===== src/rtl/mul_unit.sv =====
// Iterative 32x32->32 multiply / multiply-accumulate for MUL and MLA.
// Consumes STEP_BITS multiplier bits per cycle and stops early once the multiplier is exhausted.
module mul_unit #(
  parameter int STEP_BITS = 8
) (
  input  logic        clock,
  input  logic        reset,
  input  logic        start,
  input  logic [31:0] operand_a,
  input  logic [31:0] operand_b,
  input  logic [31:0] accumulate,
  input  logic        acc_en,
  input  logic        set_flags,
  input  logic [31:0] dest_reg,
  input  logic [3:0]  cpsr_in,
  output logic        busy,
  output logic        done,
  output logic        regwrite,
  output logic [31:0] write_reg,
  output logic [31:0] write_data,
  output logic        negative_flag,
  output logic        zero_flag,
  output logic        carry_flag,
  output logic        overflow_flag
);

  // Only STEP_BITS = 8 is supported; four steps cover a full 32-bit multiplier.
  localparam int MAX_STEPS = 32 / STEP_BITS;

  typedef enum logic [1:0] {
    IDLE,
    CALC,
    DONE
  } state_t;

  state_t      state;
  logic [31:0] a_q;
  logic [31:0] b_q;
  logic [31:0] acc_q;
  logic [31:0] rd_q;
  logic        sf_q;
  logic [3:0]  cpsr_q;
  logic [2:0]  count_q;

  logic [31:0] acc_next;
  logic [31:0] b_next;
  logic [2:0]  count_next;
  logic        last_step;
  logic [3:0]  flags_next;

  always_comb begin
    acc_next   = acc_q + a_q * {{(32-STEP_BITS){1'b0}}, b_q[STEP_BITS-1:0]};
    b_next     = b_q >> STEP_BITS;
    count_next = count_q + 3'd1;
    last_step  = (b_next == 32'd0) || (count_next == 3'(MAX_STEPS));
    // Carry and overflow always pass through; the ARM "unpredictable" C is treated as unchanged.
    flags_next = sf_q ? {acc_next[31], (acc_next == 32'd0), cpsr_q[1:0]} : cpsr_q;
  end

  // NOTE: every register here uses non-blocking assignment so all state updates
  // see pre-edge values; the datapath is reset too so an abort leaves no stale result.
  always_ff @(posedge clock) begin
    if (reset) begin
      state         <= IDLE;
      a_q           <= '0;
      b_q           <= '0;
      acc_q         <= '0;
      rd_q          <= '0;
      sf_q          <= 1'b0;
      cpsr_q        <= '0;
      count_q       <= '0;
      busy          <= 1'b0;
      done          <= 1'b0;
      regwrite      <= 1'b0;
      write_reg     <= '0;
      write_data    <= '0;
      negative_flag <= 1'b0;
      zero_flag     <= 1'b0;
      carry_flag    <= 1'b0;
      overflow_flag <= 1'b0;
    end else begin
      case (state)
        IDLE: begin
          if (start) begin
            a_q     <= operand_a;
            b_q     <= operand_b;
            acc_q   <= acc_en ? accumulate : 32'd0;
            rd_q    <= dest_reg;
            sf_q    <= set_flags;
            cpsr_q  <= cpsr_in;
            count_q <= '0;
            busy    <= 1'b1;
            state   <= CALC;
          end
        end

        CALC: begin
          a_q     <= a_q << STEP_BITS;
          b_q     <= b_next;
          acc_q   <= acc_next;
          count_q <= count_next;
          if (last_step) begin
            state         <= DONE;
            done          <= 1'b1;
            regwrite      <= 1'b1;
            write_data    <= acc_next;
            write_reg     <= rd_q;
            negative_flag <= flags_next[3];
            zero_flag     <= flags_next[2];
            carry_flag    <= flags_next[1];
            overflow_flag <= flags_next[0];
          end
        end

        DONE: begin
          // Any start seen here is dropped; the unit only listens in IDLE.
          done     <= 1'b0;
          regwrite <= 1'b0;
          busy     <= 1'b0;
          state    <= IDLE;
        end

        default: state <= IDLE;
      endcase
    end
  end

endmodule


===== config.mk =====
export PLATFORM = sky130hd
export DESIGN_NAME = mul_unit
export DESIGN_NICKNAME = d
export VERILOG_FILES = /design/src/rtl/mul_unit.sv
export SDC_FILE = /design/constraint.sdc
export NUM_CORES = 1
export LEC_CHECK = 0
export BUFFER_PORTS_ARGS = -buffer_cell sky130_fd_sc_hd__buf_2
export CAP_MARGIN = 20
export CORE_MARGIN = 8
export CORE_UTILIZATION = 54
export CTS_CLUSTER_DIAMETER = 120
export DETAILED_ROUTE_END_ITERATION = 16
export PLACE_DENSITY = 0.76
export SLEW_MARGIN = 20
export SYNTH_ARGS = -nofsm -noshare
export SYNTH_HDL_FRONTEND = slang
export SYNTH_SLANG_ARGS = --single-unit
export TNS_END_PERCENT = 5

===== constraint.sdc =====
create_clock -name clock -period 5.8 [get_ports clock]
set_clock_uncertainty 0.2 [all_clocks]
set_input_delay 1.16 -clock clock [delete_from_list [all_inputs] [get_ports clock]]
set_output_delay 1.16 -clock clock [all_outputs]
set_load 0.05 [all_outputs]

# Yosys cells after proc, flatten, opt, wreduce, memory -nomap -nowiden
# Cells that the tools add are included.
[word_totals]
regBits = 208
latch_bits = 0
ramBits = 0
romBits = 0
input_bits = 137
out_inout_bits = 71
elab_cells = 54
n_memories = 0
[op_classes]
add_sub_neg = 2
multipliers = 1
div = 0
n_lt_le_gt_ge = 0
n_eq_ne = 5
shift = 0
mux = 17
bitwise_logic = 0
reduce_logical = 13
[op_table]
columns = ["op", "count"]
rows = [
  ["$pmux W32 S2", 3],
  ["$mux W32", 4],
  ["$logic_not A32 Y1", 2],
  ["$add A32 B32 Y32", 1],
  ["$mul A32 B8 Y32", 1],
  ["$reduce_and A2 Y1", 6],
  ["$pmux W3 S2", 1],
  ["$reduce_bool A2 Y1", 3],
  ["$mux W2", 2],
  ["$mux W4", 1],
  ["$ne A2 B2 Y1 const B", 2],
  ["$pmux W1 S2", 2],
  ["$pmux W2 S2", 1],
  ["$add A3 B1 Y3 const B", 1],
  ["$eq A3 B3 Y1 const B", 1],
  ["$mux W3", 1],
  ["$eq A2 B1 Y1 const B", 1],
  ["$eq A2 B2 Y1 const B", 1],
  ["$logic_not A2 Y1", 1],
  ["$mux W1", 2],
  ["$logic_or A1 B1 Y1", 1],
]

# Logic depth before layout (Yosys ltp)
[depth]
depth_word = 5
ltp_mapped = 23
depth_no_buf = 21

# Worst setup path before layout
# OpenSTA, ideal clock, no wires.
[synth_timing]
path_kind = "reg2reg"
startpoint = "register b_q[0]"
endpoint = "register zero_flag"
setup_time_ns = 0.059
arrival_ns = 5.929
t_required_ns = 5.541
setup_slack_ns = -0.389
stages_incl_launch_ff = 21
path_buffers = 2
period_less_slack_ns = 6.189
cell_sequence = "dfxtp_1 clkbuf_1 clkbuf_1 nand2_1 fa_1 inv_1 fa_1 fa_1 inv_1 fa_1 inv_1 ha_1 a21o_1 a221o_1 a31oi_2 xnor2_1 or4b_1 or4b_1 or4_1 nor4_2 a41o_1"
[synth_between]
elab_chain_len = 4
[synth_lines]
columns = ["element", "line_no", "text"]
rows = [
  ["from (decl)", "38", "logic [31:0] b_q;"],
  ["from (signal assigned)", "86", "b_q <= operand_b;"],
  ["from (signal assigned)", "99", "b_q <= b_next;"],
  ["$mul A32 B8 Y32", "52", "acc_next = acc_q + a_q * {{(32-STEP_BITS){1'b0}}, b_q[STEP_BITS-1:0]};"],
  ["$add A32 B32 Y32", "52", ""],
  ["$logic_not A32 Y1", "57", "flags_next = sf_q ? {acc_next[31], (acc_next == 32'd0), cpsr_q[1:0]} : cpsr_q;"],
  ["$mux W4", "57", ""],
  ["to (signal assigned)", "109", "zero_flag <= flags_next[2];"],
  ["to (decl)", "22", "output logic zero_flag,"],
]
# Every way passes these cells.
# A chain may end at the register's enable or synchronous reset.

# Final worst setup path
[layout_timing]
startpoint = "register b_q[1]"
endpoint = "register zero_flag"
# Same word-level chain as after synthesis.

==> flow_summary.ini <==
[pwr]
internal_power_w = 0.00336
finalPower_w = 0.00533
power.static_leakage_nw = 8.79
powerDensity_mw_per_mm2 = 283
p_sw_w = 0.00197
p_clk_frac = 0.300
p_sw_frac = 0.370
ir_drop_uv = 274
seqPwrFrac = 0.303
pwr-share-comb = 0.397

[yosys]
ys_seq_elements = 208
synthCells = 1952
synth_edf_count = 0
synth_top_area_share = 0.263
synth-main-ff-cell = dfxtp_1
synth_area_leader_cell = dfxtp_1
yosys_warnings = 0
synthTopCellsByArea = dfxtp_1, fa_1, nand2_1
synth_common_cells = nand2_1, inv_1, dfxtp_1, fa_1, and2_1
netlist_area_mm2 = 0.0158
ys_types = 62
yosysMostFrequentCell = nand2_1
ys_async_sr_fraction = 0
synth_seq_area_share = 0.263
synth.avg_cell_area_um2 = 8.10
syn_nets = 2318

[timing]
setup-tns-final_ns = -0.121
rsz0062_at_grt = true
hold_viol = 0
max_clock_freq_mhz = 169
min_period_over_period = 1.02
worst_pin_slew_ns = 0.970
setup_ws_ns = -0.121
maxSlewViolCount = 0
layout_min_cycle_time_ns = 5.92
max-slew-margin-rel = 0.353
setup_viol = 1
timing.hold.ws_ns = 0.250

[routing]
drc = 0
vias_per_cell = 5.59
ant_nets = 0
drtIter0Drc = 1106
vias = 14400
routed_wirelength_um = 48700
wl_per_cell_um = 18.9
first_pass_iters = 5

[layout]
drive_gt1_frac = 0.191
fillers = 2378
utilization = 0.655
final_nets = 2534
syn_to_final_growth_pct = 19.3

[clock_tree]
cts_tree = built
clockBufferDepth = 3
htreeDepth = 1
clk_pin_slew_ns = 0.06
clock_sinks = 208
hold_buffers = 0
clock-root-buffer = clkbuf_16
cts_inserted_buffers = 25
clock_latency_ns = 0.56

[floorplanning]
start_util = 0.549
rows = 62
die_area_mm2 = 0.0350
core-area_mm2 = 0.0288
die_h_um = 187
boundaryPins = 208
die_width_um = 187

[placed_design]
io_buffers = 207
hpwl_um = 36900
finalWeightedCongestion = 0.933
dp_slack_ns = -0.145

[global_route]
gr-usage-all-layers = 0.273
grt_max_degree = 127
grt_pass1_wl_um = 78500
grt_pass1_vias = 14800
overflow = 0
antenna_found_initial = 3

[worst_setup_path]
crit_path_frequent_cell = fa_1
critPathRequiredTime_ns = 6.10
worstPathMaxFanout = 7
start_kind = register
path_class = reg2reg
cp_slowest_stage_delay_ns = 0.55
slowest_stage = fa_1
cp.depth = 22
crit_chain = buf_6 -> buf_4 -> buf_4 -> nand2_1 -> fa_1 -> inv_1 -> fa_1 -> fa_1 -> inv_1 -> fa_1 -> inv_1 -> ha_1 -> a211oi_1 -> o221ai_1 -> a32oi_1 -> o31a_1 -> a211oi_1 -> a211oi_1 -> buf_4 -> nand4b_1 -> nor4_4 -> a41o_1
worst-path-buf-inv = 7
arrival_ns = 6.22
reg2reg_depth = 22
cp-end-kind = register
worst-r2r-setup-slack_ns = -0.12
crit_family = adder cells

[worst_hold_path]
worstHoldPathType = reg2reg
hold_depth = 2

[flow_run]
max_cap_violations = 0

[run_status]
violations = setup timing
status = complete, but fails checks
[power groups by stage]
| stage | registers (W) | logic, W | clock network [W] |
|---|---|---|---|
| after CTS | 0.00161 | 0.00205 | 0.00161 |
| final | 0.00161 | 0.00212 | 0.00160 |
| after global placement | 0.00164 | 0.00197 | 0 |
| after global routing | 0.00162 | 0.00232 | 0.00168 |
| after floorplan | 0.00160 | 0.00120 | 0 |
| after detailed placement | 0.00164 | 0.00201 | 0 |
[cell usage in the layout (no fill, tap or decap), drive strengths merged, types with 4 or more instances in the layout]
cell type / n
a21oi: 139
dfxtp: 208
nand2: 406
and2: 147
nand4: 5
nand3: 40
a31oi: 8
nor3: 4
o21ai: 18
a311oi: 78
fa: 186
nor2: 123
xor2: 7
and3: 6
a211oi: 30
inv: 255
xnor2: 30
nor4: 8
a21o: 10
clkbuf: 37
o21a: 7
ha: 43
buf: 335
nand2b: 6
[area by class of cell]
cell class | count | area [um^2] | share of cell area
Antenna cell | 1 | 2.50 | 0.000133
Clock buffer | 37 | 721 | 0.0382
Clock inverter | 6 | 98.8 | 0.00524
Inverter | 253 | 950 | 0.0504
Multi-Input combinational cell | 1345 | 10400 | 0.549
Sequential cell | 208 | 4190 | 0.222
Tap cell | 384 | 480 | 0.0255
Timing Repair Buffer | 335 | 2060 | 0.109
[through the flow]
step,instance area (um^2),std cells
floorplan,15900,1952
global placement,17800,2518
detailed placement,17800,2518
CTS,18800,2567
global route,18900,2568
finish,18900,2569
[per-layer routing]
layer | vias up | share of wire | GRT usage
met3 | 113 | 0.090 | 0.0688
met4 | 4 | 0.043 | 0.111
li1 | 6639 | - | -
met5 | - | 0.00049 | 0
met2 | 590 | 0.47 | 0.451
met1 | 7004 | 0.39 | 0.338
[tightest hold or removal path, cell delays in order, from the launching register on]
cell and delay, ns:
dfxtp_1 0.30, nand2_1 0.05, a21oi_1 0.05
[logic make-up (layout without fill, tap and decap cells)]
| logic type | after synthesis | in the layout | synth area share |
|---|---|---|---|
| AOI/OAI and AO/OA | 316 | 316 | 0.134 |
| xor gates and xnor gates | 37 | 37 | 0.0205 |
| adders and majority gates | 229 | 229 | 0.270 |
| buffers and inverters | 399 | 631 | 0.0952 |
| DFF | 208 | 208 | 0.263 |
| muxes | 3 | 3 | 0.00206 |
| other | 0 | 1 | 0 |
| and+or+nand+nor | 760 | 760 | 0.216 |
[timing repair]
action / in CTS / in global routing
setup endpoints to repair: 3 / 8
gates resized for setup: 24 / 10
setup buffers: 6 / 1
pin swaps: 3 / 2
[final timing paths]
path	start	to
worst max-delay path	b_q[1]	zero_flag
worst min-delay path	rd_q[15]	write_reg[15]
worst max register to register	b_q[1]	zero_flag
worst min register to register	rd_q[15]	write_reg[15]
Power figures use the tool's default switching activity.
